$ cat config.mk
export PLATFORM = sky130hd
export DESIGN_NAME = ddr_dump_ctrl
export DESIGN_NICKNAME = d
export VERILOG_FILES = /design/src/rtl/ddr_dump_ctrl_pkg.sv /design/src/rtl/ddr_ring_monitor.sv /design/src/rtl/ddr_dump_ctrl.sv
export SDC_FILE = /design/constraint.sdc
export NUM_CORES = 1
export LEC_CHECK = 0
export ABC_AREA = 1
export BUFFER_PORTS_ARGS = -buffer_cell sky130_fd_sc_hd__buf_2
export CORE_MARGIN = 2
export CORE_UTILIZATION = 50
export DETAILED_ROUTE_END_ITERATION = 6
export GPL_TIMING_DRIVEN = 0
export PLACE_DENSITY = 0.71
export SLEW_MARGIN = 20
export SYNTH_ARGS = -nofsm -noshare
export SYNTH_HDL_FRONTEND = slang
export SYNTH_HIERARCHICAL = 1
export SYNTH_SLANG_ARGS = --single-unit
$ cat constraint.sdc
create_clock -name buf_clk_i -period 7.2 [get_ports buf_clk_i]
set_clock_uncertainty 0.2 [all_clocks]
set_input_delay 0.36 -clock buf_clk_i [delete_from_list [all_inputs] [get_ports buf_clk_i]]
set_output_delay 0.36 -clock buf_clk_i [all_outputs]
set_load 0.005 [all_outputs]
$ cat src/rtl/ddr_dump_ctrl_pkg.sv
// Shared definitions for the DDR dump sequencer: FSM encoding, ddr_control bit map and
// the default half-buffer block size.
package ddr_dump_ctrl_pkg;

  typedef enum logic [1:0] {
    StIdle,
    StReload,
    StRun,
    StDrain
  } dump_state_e;

  localparam int unsigned EN_A  = 0;
  localparam int unsigned EN_B  = 1;
  localparam int unsigned RLD_A = 2;
  localparam int unsigned RLD_B = 3;

  localparam int unsigned BLK_BYTES_DEF = 2048;

endpackage

$ cat src/rtl/ddr_ring_monitor.sv
// Per-channel ring watcher: detects block issues from write-address changes, keeps a
// saturating block count and a sticky overrun flag against the software read pointer.
module ddr_ring_monitor
  import ddr_dump_ctrl_pkg::*;
#(
  parameter int unsigned BLK_BYTES = BLK_BYTES_DEF
) (
  input  logic        buf_clk_i,
  input  logic        buf_rst_i,
  input  logic        clear_i,
  input  logic        track_i,
  input  logic [31:0] base_i,
  input  logic [31:0] end_i,
  input  logic [31:0] curr_i,
  input  logic [31:0] rd_i,
  output logic        issue_o,
  output logic        ovr_evt_o,
  output logic [15:0] blk_o,
  output logic        ovr_o
);

  localparam logic [31:0] BlkBytes = 32'(BLK_BYTES);

  logic [31:0] prev_q;
  logic        prev_vld_q;
  logic [15:0] blk_q;
  logic        ovr_q;
  logic [31:0] size;
  logic [31:0] level;

  assign size    = end_i - base_i;
  // Modular distance from the read pointer, so a wrap back to base never looks full.
  assign level   = (prev_q >= rd_i) ? (prev_q - rd_i) : (size - (rd_i - prev_q));
  assign issue_o   = track_i && prev_vld_q && (curr_i != prev_q);
  assign ovr_evt_o = issue_o && (level >= (size - BlkBytes));

  always_ff @(posedge buf_clk_i) begin
    if (buf_rst_i) begin
      prev_q     <= '0;
      prev_vld_q <= 1'b0;
      blk_q      <= '0;
      ovr_q      <= 1'b0;
    end else begin
      prev_q     <= curr_i;
      prev_vld_q <= 1'b1;
      if (clear_i) begin
        blk_q <= '0;
        ovr_q <= 1'b0;
      end else begin
        if (issue_o && (blk_q != 16'hFFFF)) blk_q <= blk_q + 16'd1;
        if (ovr_evt_o) ovr_q <= 1'b1;
      end
    end
  end

  assign blk_o = blk_q;
  assign ovr_o = ovr_q;

endmodule

$ cat src/rtl/ddr_dump_ctrl.sv
// Dump session sequencer: drives the master's enable/reload vector, counts issued blocks
// per channel, stops on block quota, stop request or overrun, then drains before done.
module ddr_dump_ctrl
  import ddr_dump_ctrl_pkg::*;
#(
  parameter int unsigned NCH       = 2,
  parameter int unsigned BLK_BYTES = BLK_BYTES_DEF,
  parameter int unsigned DRAIN_CYC = 64
) (
  input  logic           buf_clk_i,
  input  logic           buf_rst_i,
  input  logic           cfg_start_i,
  input  logic           cfg_stop_i,
  input  logic [NCH-1:0] cfg_en_i,
  input  logic [15:0]    cfg_nblk_i,
  input  logic           cfg_stop_ovr_i,
  input  logic [31:0]    ddr_a_base_i,
  input  logic [31:0]    ddr_a_end_i,
  input  logic [31:0]    ddr_b_base_i,
  input  logic [31:0]    ddr_b_end_i,
  input  logic [31:0]    ddr_a_curr_i,
  input  logic [31:0]    ddr_b_curr_i,
  input  logic [31:0]    sw_a_rd_i,
  input  logic [31:0]    sw_b_rd_i,
  output logic [3:0]     ddr_control_o,
  output logic           busy_o,
  output logic           done_o,
  output logic           irq_o,
  output logic [NCH-1:0] ovr_o,
  output logic [15:0]    blk_a_o,
  output logic [15:0]    blk_b_o
);

  localparam int unsigned DW = $clog2(DRAIN_CYC + 1);

  dump_state_e    state_q, state_d;
  logic [NCH-1:0] en_act_q, en_act_d;
  logic [15:0]    nblk_q, nblk_d;
  logic [DW-1:0]  drain_q, drain_d;
  logic           after_rld_q;
  logic [3:0]     ctrl_q, ctrl_d;
  logic           busy_q, done_q, done_d, irq_q, irq_d;

  logic           start_ok, track;
  logic [NCH-1:0] issue, ovr_evt, nblk_hit;

  assign start_ok = (state_q == StIdle) && cfg_start_i && !cfg_stop_i && (|cfg_en_i);
  // Address moves caused by the pointer reload itself are not block issues.
  assign track    = ((state_q == StRun) || (state_q == StDrain)) && !after_rld_q;

  ddr_ring_monitor #(
    .BLK_BYTES(BLK_BYTES)
  ) u_mon_a (
    .buf_clk_i(buf_clk_i),
    .buf_rst_i(buf_rst_i),
    .clear_i  (start_ok),
    .track_i  (track),
    .base_i   (ddr_a_base_i),
    .end_i    (ddr_a_end_i),
    .curr_i   (ddr_a_curr_i),
    .rd_i     (sw_a_rd_i),
    .issue_o  (issue[0]),
    .ovr_evt_o(ovr_evt[0]),
    .blk_o    (blk_a_o),
    .ovr_o    (ovr_o[0])
  );

  ddr_ring_monitor #(
    .BLK_BYTES(BLK_BYTES)
  ) u_mon_b (
    .buf_clk_i(buf_clk_i),
    .buf_rst_i(buf_rst_i),
    .clear_i  (start_ok),
    .track_i  (track),
    .base_i   (ddr_b_base_i),
    .end_i    (ddr_b_end_i),
    .curr_i   (ddr_b_curr_i),
    .rd_i     (sw_b_rd_i),
    .issue_o  (issue[1]),
    .ovr_evt_o(ovr_evt[1]),
    .blk_o    (blk_b_o),
    .ovr_o    (ovr_o[1])
  );

  assign nblk_hit[0] = (nblk_q != 16'd0) && (blk_a_o >= nblk_q);
  assign nblk_hit[1] = (nblk_q != 16'd0) && (blk_b_o >= nblk_q);

  always_comb begin
    state_d  = state_q;
    en_act_d = en_act_q;
    nblk_d   = nblk_q;
    drain_d  = drain_q;
    done_d   = done_q;
    irq_d    = 1'b0;
    case (state_q)
      StIdle: begin
        if (start_ok) begin
          state_d  = StReload;
          en_act_d = cfg_en_i;
          nblk_d   = cfg_nblk_i;
          done_d   = 1'b0;
        end
      end
      StReload: begin
        drain_d = '0;
        state_d = cfg_stop_i ? StDrain : StRun;
      end
      StRun: begin
        drain_d  = '0;
        en_act_d = en_act_q & ~nblk_hit;
        if (cfg_stop_i || (en_act_d == '0) || (cfg_stop_ovr_i && (|ovr_evt))) begin
          state_d = StDrain;
        end
      end
      StDrain: begin
        if (|issue) begin
          drain_d = '0;
        end else if (drain_q == DW'(DRAIN_CYC - 1)) begin
          state_d = StIdle;
          done_d  = 1'b1;
          irq_d   = 1'b1;
        end else begin
          drain_d = drain_q + DW'(1);
        end
      end
      default: state_d = StIdle;
    endcase
  end

  // Control vector is registered from the next state so it lines up with the state.
  always_comb begin
    ctrl_d = '0;
    if (state_d == StReload) begin
      ctrl_d[RLD_A] = en_act_d[0];
      ctrl_d[RLD_B] = en_act_d[1];
    end else if (state_d == StRun) begin
      ctrl_d[EN_A] = en_act_d[0];
      ctrl_d[EN_B] = en_act_d[1];
    end
  end

  always_ff @(posedge buf_clk_i) begin
    if (buf_rst_i) begin
      state_q     <= StIdle;
      en_act_q    <= '0;
      nblk_q      <= '0;
      drain_q     <= '0;
      after_rld_q <= 1'b0;
      ctrl_q      <= '0;
      busy_q      <= 1'b0;
      done_q      <= 1'b0;
      irq_q       <= 1'b0;
    end else begin
      state_q     <= state_d;
      en_act_q    <= en_act_d;
      nblk_q      <= nblk_d;
      drain_q     <= drain_d;
      after_rld_q <= (state_q == StReload);
      ctrl_q      <= ctrl_d;
      busy_q      <= (state_d != StIdle);
      done_q      <= done_d;
      irq_q       <= irq_d;
    end
  end

  assign ddr_control_o = ctrl_q;
  assign busy_o        = busy_q;
  assign done_o        = done_q;
  assign irq_o         = irq_q;

endmodule
==> flow_summary.toml, run 1 <==
[die]
core.rowCount = 80
die_w_um = 225
num_io_pins = 320
die_h_um = 225
coreArea_um2 = 47900
start_util = 0.508
die_area_um2 = 50500

[synth]
yosys_register_bits = 135
synth-xor-area-share = 0.0741
synth_largest_area_cell = "nand2_1"
synthesis.nets = 4714
synth_top_family_by_area = "simple AND/OR/NAND/NOR gates"
netlist_area_um2 = 24300
synth_top_flop_cell = "dfxtp_1"
synth.most_common_cell = "nand2_1"
synth_edf_count = 0
muxShareOfSynthArea = 0.00123
synthSimpleGateAreaFrac = 0.342
ys_seq_area_frac = 0.111
yosysUniqueCellTypes = 64
synth_area_leaders = "nand2_1, ha_1, inv_1"
async_reset_ff_frac = 0
syn_area_per_cell_um2 = 5.97
ys_top_cells_by_count = "nand2_1, inv_1, nor2_1"
yosys_warnings = 6
syn-instance-count = 4078
synth_fa_ha_area_frac = 0.204
netlist.area_leader.share = 0.164
synth_compound_area_frac = 0.128

[power_and_ir_drop]
switching_share = 0.496
powerDensity_nw_per_um2 = 194
intPower_w = 0.00275
combPwrFrac = 0.673
switchingPower_w = 0.00270
clockPowerShare = 0.174
seq_power_share = 0.152
power_leakage_nw = 15.5
ir_drop_mv = 0.170

[layout]
drive_above_1_share = 0.110
fillers = 4932
design_area_um2 = 28100
layout.nets = 5121
synthToLayoutAreaGrowth_pct = 15.3

[critical_path]
start_kind = "primary input"
arrival_ns = 6.80
critical-path-slowest-cell = "xor2_1"
slowest_delay_ns = 0.56
critical_path_class = "in2reg"
cpMostUsedCell = "nand2_1"
cp_max_fo = 4
end_kind = "flip-flop"
required_ns = 7.30

[sta]
hold_viol_final = 0
maxSlewHeadroom = 0.506
worstMarginPinSlew_ns = 0.734
clock.fmax_ghz = 0.149
post-route-min-period_ns = 6.70
setup_viol = 0
min_period_over_period = 0.931
rsz0062_at_grt = "no"
drv_slew = 0
fin_setup_tns_ns = 0

[grt]
grt_max_degree = 17
antenna_found_initial = 4
overflow = 0
track_usage = 0.313
grt_pass1_wl_um = 126000
grt_pass1_vias = 24900

[detailed_routing]
drt_pre_antenna_iters = 6
drc = 0
wl_per_cell_um = 15.7
via_per_inst = 5.21
drt_wl_total_um = 80300
num_vias = 26600
drt_iter0_drc = 2036
antenna_left = 0

[cts]
postCtsSetupBuffers = 0
numCtsBuffers = 17
clk_pin_slew_worst_paths_ns = 0.06
htree_num_levels = 4
clock_tree.buffer_depth = 2
root_buffer = "clkbuf_16"
clkLatencyLatePin_ns = 0.44
cts_sinks = 135
cts_tree = "yes"

[placed_design]
dp_hpwl_um = 69000
placed_cell_area_um2 = 26700
io_buffers = 318
place.gp.congestion = 1.01

[run]
cap_violations = 0

[status]
status = "complete, no violations"

[min_path]
min_path_type = "in2reg"
per-stage QoR:
step / util / total power, W / hold WS, ns / setup slack (ns) / cells
final: 0.585 / 0.00546 / 0.0234 / 0.500 / 5117
after global routing: 0.585 / 0.00601 / 0.0452 / 0.0409 / 5116
after CTS: 0.585 / 0.00542 / 0.00627 / 0.530 / 5113
after detailed placement: 0.557 / 0.00443 / 0.248 / 0.115 / 5011
after global placement: 0.557 / 0.00438 / 0.236 / 0.113 / 5011
after floorplan: - / 0.00351 / 0.247 / 1.89 / 4078
cells by family after synthesis:
family,after synthesis
fa+ha+maj,357
simple gates,1924
xor+xnor,206
buf+inv,885
mux,3
compound gates,568
flops,135
layer usage:
layer	share of wire	global-route usage	wire length, um	vias to the layer above
met5	0.00010	0	8	-
met4	0.038	0.119	3050	2
met3	0.057	0.0364	4560	180
met2	0.48	0.552	38200	919
met1	0.43	0.390	34400	11800
li1	-	-	-	13700
power by group through the flow:
stage / logic (W) / clock network [W] / registers, W
3_3_place_gp: 0.00354 / 0 / 0.000845
2_1_floorplan: 0.00268 / 0 / 0.000829
6_report: 0.00367 / 0.000952 / 0.000830
4_1_cts: 0.00363 / 0.000961 / 0.000830
5_1_grt: 0.00417 / 0.00100 / 0.000834
3_5_place_dp: 0.00358 / 0 / 0.000846
flip-flops by register name, summed over array words and instances (netlist names), 2 cells and up:
| name | flops |
|---|---|
| u_mon_b/prev_q | 32 |
| u_mon_a/blk_o | 16 |
| state_q | 2 |
| u_mon_b/blk_o | 16 |
| u_mon_a/prev_q | 32 |
| ddr_control_o | 4 |
| en_act_q | 2 |
| drain_q | 7 |
| nblk_q | 16 |
layout make-up:
cell class	count	area (um^2)	area share
diodes	4	10.0	0.000357
clock buffers	19	443	0.0158
flip-flops and latches	135	2700	0.0963
clock inverters	13	194	0.00691
multi-input cells	3058	18300	0.651
repair buffers	388	2290	0.0817
well taps	615	769	0.0274
inverters	846	3180	0.113
plain buffers	39	214	0.00763
critical path: cells and delay by family:
kind	cells	cell delay, ns
simple gates	22	2.69
xor+xnor	2	0.75
fa+ha+maj	5	1.81
buf+inv	6	0.55
compound gates	4	0.62
layout by cell type (no fill, tap or decap), types with 7 or more instances in the layout:
cell type	n
clkbuf_16	17
nand3_1	205
o21a_1	13
o211ai_1	8
or2_2	11
dfxtp_1	135
o21ai_0	162
a21o_1	19
dlygate4sd3_1	70
ha_1	291
nand4_1	86
nor2_1	368
xnor2_1	111
o21bai_1	18
nor2_2	28
nand2_2	37
clkbuf_1	21
xor2_1	95
buf_2	327
nand2_1	1064
nor2_4	8
and2_1	9
a21oi_1	288
inv_1	836
nand3b_1	8
nor3_1	52
nand3_2	16
o21ai_1	16
inv_2	7
a31oi_1	13
fa_1	66
nor4_1	9
repair_timing:
action                                 CTS  global route
endpoints found under the hold margin   70             0
hold buffers                            70             0
gates resized for setup                  0             1
setup endpoints to repair                0             2
worst paths after layout:
| path | cells past startpoint | slack [ns] | endpoint | start |
|---|---|---|---|---|
| worst min register to register | 2 | 0.25 | u_mon_b/ovr_o$_SDFFE_PP0P_ | u_mon_b/ovr_o$_SDFFE_PP0P_ |
| worst max-delay path | 39 | 0.50 | busy_o$_SDFF_PP0_ | ddr_a_end_i[0] |
| worst max register to register | 30 | 1.56 | busy_o$_SDFF_PP0_ | u_mon_b/prev_q[4]$_SDFF_PP0_ |
| worst min-delay path | 3 | 0.02 | nblk_q[9]$_SDFFE_PP0P_ | cfg_nblk_i[9] |
Power figures use the tool's default switching activity.
==> run 2, diff against run 1 <==
REMOVE_ABC_BUFFERS = 1   (was unset)
==> run 2 against run 1 <==
Count of clock-buffer cells in the layout did not move. Wire length down 0.85%. First-iteration DRC count increased by 3.6%. Largest cell class unchanged. Flip-flop and latch count unchanged. Highest routed layer is now met4. The flow now finishes with violations (design-rule violations). Sequential share of layout area is 0.086 points higher.
==> flow_summary.toml, run 2 (synthesized netlist as in run 1, its figures left out) <==
[sta]
maxSlewHeadroom = 0.322
postLayoutSetupSlackWorst_ns = 0.489
min_period_over_period = 0.932
drv_slew = 0
fin_setup_tns_ns = 0
worstMarginPinSlew_ns = 1.00
post-route-min-period_ns = 6.71
rsz0062_at_grt = "no"
clock.fmax_ghz = 0.149
hold_viol_final = 0
setup_viol = 0

[layout]
layout.nets = 5077
final_cell_mix = "nand2_1, inv_1, nor2_1, buf_2, ha_1"
design_area_um2 = 27800
layout_commonest_cell = "nand2_1"
final_util = 0.580
drive_above_1_share = 0.108
multi_input_area_um2 = 18300
top_regs = "u_mon_a/prev_q (32), u_mon_b/prev_q (32)"
register_area_um2 = 2700
instances_no_fill = 5074
fillers = 5034
synthToLayoutAreaGrowth_pct = 14.2

[cts]
clk_pin_slew_worst_paths_ns = 0.07
cts_tree = "yes"
clock_tree.buffer_depth = 2
numCtsBuffers = 17
cts_sinks = 135
postCtsSetupBuffers = 0
htree_num_levels = 4
clkLatencyLatePin_ns = 0.43
root_buffer = "clkbuf_16"

[grt]
overflow = 0
grt_pass1_wl_um = 124000
track_usage = 0.310
grt_max_degree = 79
grt_pass1_vias = 24400
antenna_found_initial = 2

[die]
die_h_um = 225
start_util = 0.508
num_io_pins = 320
die_area_um2 = 50500
die_w_um = 225
coreArea_um2 = 47900
core.rowCount = 80

[power_and_ir_drop]
ir_drop_mv = 0.169
power_leakage_nw = 15.4
powerDensity_nw_per_um2 = 194

[detailed_routing]
wl_per_cell_um = 15.7
via_per_inst = 5.20
drt_wl_total_um = 79600
drt_iter0_drc = 2109
num_vias = 26400
antenna_left = 0
drc = 9
drt_pre_antenna_iters = 7

[placed_design]
place_inst = 4974
placed_cell_area_um2 = 26500
io_buffers = 319
place.gp.congestion = 0.997
dp_hpwl_um = 67800
place_ws_ns = 0.128

[critical_path]
cp_max_fo = 5
critPathBufInv = 8
critical-path-slowest-cell = "fa_1"
start_kind = "primary input"
end_kind = "flip-flop"
arrival_ns = 6.80
critical_path_class = "in2reg"
cpLargestDelayFamily = "simple AND/OR/NAND/NOR gates"
cpMostUsedCell = "nand2_1"
slowest_delay_ns = 0.48
required_ns = 7.28

[run]
cap_violations = 0

[min_path]
min_path_type = "in2reg"

[status]
status = "complete, but fails checks"
violations = "design-rule violations"
==> run 2: power breakdown <==
group          internal [W]  switching (W)
clock              0.000566       0.000355
sequential         0.000786      0.0000482
combinational       0.00136        0.00228
total               0.00271        0.00269
==> run 2: routing by layer <==
| layer | share of wire | vias up | global-route usage |
|---|---|---|---|
| met4 | 0.033 | 0 | 0.101 |
| li1 | - | 13600 | - |
| met1 | 0.43 | 11800 | 0.388 |
| met2 | 0.48 | 858 | 0.554 |
| met5 | 0 | - | 0 |
| met3 | 0.054 | 141 | 0.0324 |
==> run 2: through the flow <==
stage | power (W) | hold WS [ns]
2_1_floorplan | 0.00349 | 0.217
3_3_place_gp | 0.00436 | 0.238
3_5_place_dp | 0.00440 | 0.253
4_1_cts | 0.00536 | 0.00450
5_1_grt | 0.00594 | 0.0216
6_report | 0.00540 | 0.0193
==> run 2: final cells by class <==
type                    count  share of cell area
well taps                 615              0.0277
diodes                      5            0.000450
flip-flops and latches    135              0.0972
repair buffers            383              0.0812
multi-input cells        3058               0.657
inverters                 846               0.114
clock inverters            13             0.00612
clock buffers              19              0.0163
==> run 2: final timing paths <==
check,from,end,slack [ns],cells after the start
worst max-delay path,ddr_b_end_i[0],busy_o$_SDFF_PP0_,0.49,43
worst min-delay path,cfg_nblk_i[14],nblk_q[14]$_SDFFE_PP0P_,0.02,3
worst max register to register,u_mon_b/prev_q[0]$_SDFF_PP0_,busy_o$_SDFF_PP0_,0.71,35
worst min register to register,u_mon_b/ovr_o$_SDFFE_PP0P_,u_mon_b/ovr_o$_SDFFE_PP0P_,0.26,2
==> run 2: timing repair <==
action,4_1_cts,5_1_grt
endpoints found under the hold margin,63,0
hold buffers,63,0
resized for setup,0,1
endpoints found under the setup margin,0,3
==> run 2: tightest hold or removal path, cell delays in order <==
cell and delay (ns):
buf_2 0.07, o21ai_0 0.07, a21oi_1 0.11
==> run 3, diff against run 2 <==
SYNTH_HIERARCHICAL = unset   (was 1)
==> run 3 against run 2 <==
Core utilization up 0.80 points. Total power grew 0.29%. Die area decreased by 5.5%. The run now ends clean. Synthesized cell count fell by 7.0%. Largest cell class unchanged. Sequential share of layout area rose by 0.33 points. Synthesized area shrank 5.6%. Count of clock-buffer cells in the layout fell by 2.
==> flow_summary.toml, run 3 <==
[placed_design]
placed_cell_area_um2 = 25200
io_buffers = 319
place_ws_ns = 0.290
place.gp.congestion = 1.00
dp_hpwl_um = 64200

[cts]
cts_tree = "yes"
htree_num_levels = 4
holdBufCountCts = 80
clock_tree.buffer_depth = 2
postCtsSetupBuffers = 0
root_buffer = "clkbuf_16"
cts_sinks = 134
numCtsBuffers = 17
clkLatencyLatePin_ns = 0.50
cts_resized = 0
clk_pin_slew_worst_paths_ns = 0.07

[detailed_routing]
num_vias = 25200
wl_per_cell_um = 15.7
via_per_inst = 5.24
drt_wl_total_um = 75100
drt_iter0_drc = 1788
antenna_left = 0
drt_pre_antenna_iters = 6
drc = 0

[sta]
hold_viol_final = 0
setup_viol = 0
fin_setup_tns_ns = 0
postLayoutSetupSlackWorst_ns = 0.748
min_period_over_period = 0.896
post-route-min-period_ns = 6.45
clock.fmax_ghz = 0.155
worstMarginPinSlew_ns = 1.07
maxSlewHeadroom = 0.283
rsz0062_at_grt = "no"
drv_slew = 0

[layout]
layout.nets = 4820
drive_above_1_share = 0.110
layout_commonest_cell = "nand2_1"
final_cell_mix = "nand2_1, inv_1, nor2_1, buf_2, a21oi_1"
synthToLayoutAreaGrowth_pct = 16.1
top_regs = "u_mon_a.prev_q (32), u_mon_b.prev_q (32)"
design_area_um2 = 26700

[grt]
track_usage = 0.316
grt_pass1_vias = 23200
grt_pass1_wl_um = 118000
antenna_found_initial = 8
busiest_layer = "met2"
grtUsageMet3 = 0.0589
overflow = 0
met2_usage = 0.503
grt_max_degree = 52
gr-usage-met1 = 0.430

[run]
cap_violations = 0

[critical_path]
critPathBufInv = 3
slowest_delay_ns = 0.52
end_kind = "flip-flop"
required_ns = 7.41
cp_max_fo = 5
arrival_ns = 6.66
cpMostUsedCell = "nand2_1"
critical-path-slowest-cell = "fa_1"
crit_path_start = "ddr_a_end_i[0]"
critical_path_class = "in2reg"
cpLargestDelayFamily = "simple AND/OR/NAND/NOR gates"
r2r-start = "u_mon_a.prev_q[0]$_SDFF_PP0_"
start_kind = "primary input"

[synth]
yosys_register_bits = 134
netlist.area_leader.share = 0.157
ys_seq_area_frac = 0.117
synth.most_common_cell = "nand2_1"
async_reset_ff_frac = 0
synth_edf_count = 0
netlist_area_um2 = 23000
yosysUniqueCellTypes = 51
synth_area_leaders = "ha_1, nand2_1, dfxtp_1"
ys_top_cells_by_count = "nand2_1, inv_1, nor2_1"
syn-instance-count = 3794
synth_largest_area_cell = "ha_1"
synth_top_flop_cell = "dfxtp_1"
syn_area_per_cell_um2 = 6.06
yosys_warnings = 0

[die]
die_area_um2 = 47700
die_h_um = 218
die_w_um = 218
core.rowCount = 78
num_io_pins = 320
coreArea_um2 = 45400
start_util = 0.507

[min_path]
min_path_type = "in2reg"
hold_start = "cfg_en_i[0]"

[status]
status = "complete, no violations"

[power_and_ir_drop]
power_leakage_nw = 14.2
ir_drop_mv = 0.158
powerDensity_nw_per_um2 = 203
==> run 3: final timing paths <==
path,to,slack (ns),cells past startpoint
worst max register to register,busy_o$_SDFF_PP0_,1.43,30
worst max-delay path,busy_o$_SDFF_PP0_,0.75,38
worst min-delay path,en_act_q[0]$_SDFF_PP0_,0.09,5
worst min register to register,u_mon_b.ovr_o$_SDFFE_PP0P_,0.25,2
==> run 3: logic make-up after synthesis <==
group | after synthesis | synth area share
flops | 134 | 0.117
mux | 3 | 0.00131
fa+ha+maj | 355 | 0.215
compound gates | 628 | 0.150
buf+inv | 696 | 0.115
xor+xnor | 187 | 0.0727
simple gates | 1791 | 0.330
==> run 3: worst register-to-register path: cells and delay by family (launching register included) <==
kind                     cells  cell delay (ns)
AO/OA/AOI/OAI                4             0.75
adder cells (fa/ha/maj)      3             0.93
flip-flops                   1             0.31
AND/OR/NAND/NOR             19             2.46
buffers and inverters        4             1.01
==> run 3: metrics by stage <==
stage	hold slack [ns]	total power [W]	utilization	std cells
floorplan	0.228	0.00344	-	3764
global placement	0.234	0.00429	0.555	4683
global route	0.106	0.00595	0.588	4800
CTS	0.0551	0.00537	0.588	4799
finish	0.0858	0.00541	0.588	4801
detailed placement	0.244	0.00434	0.556	4687
==> run 3: layout make-up <==
type | count | area, um^2
antenna | 2 | 5.00
clock buffer | 17 | 425
clock inverter | 15 | 210
fill | 4644 | 18700
inverter | 666 | 2500
multi-input combinational | 2964 | 17700
sequential | 134 | 2680
tap | 600 | 751
timing repair buffer | 403 | 2440
==> run 3: power breakdown <==
group          leakage, nW  switching (W)  internal, W
clock                0.311       0.000427     0.000560
sequential            1.10      0.0000453     0.000781
combinational         12.8        0.00225      0.00135
==> run 3: routing by layer <==
layer  part of all wire  vias up
li1                   -    13000
met2               0.43      846
met3              0.074      118
met4              0.026       12
met1               0.46    11200
met5            0.00096        -
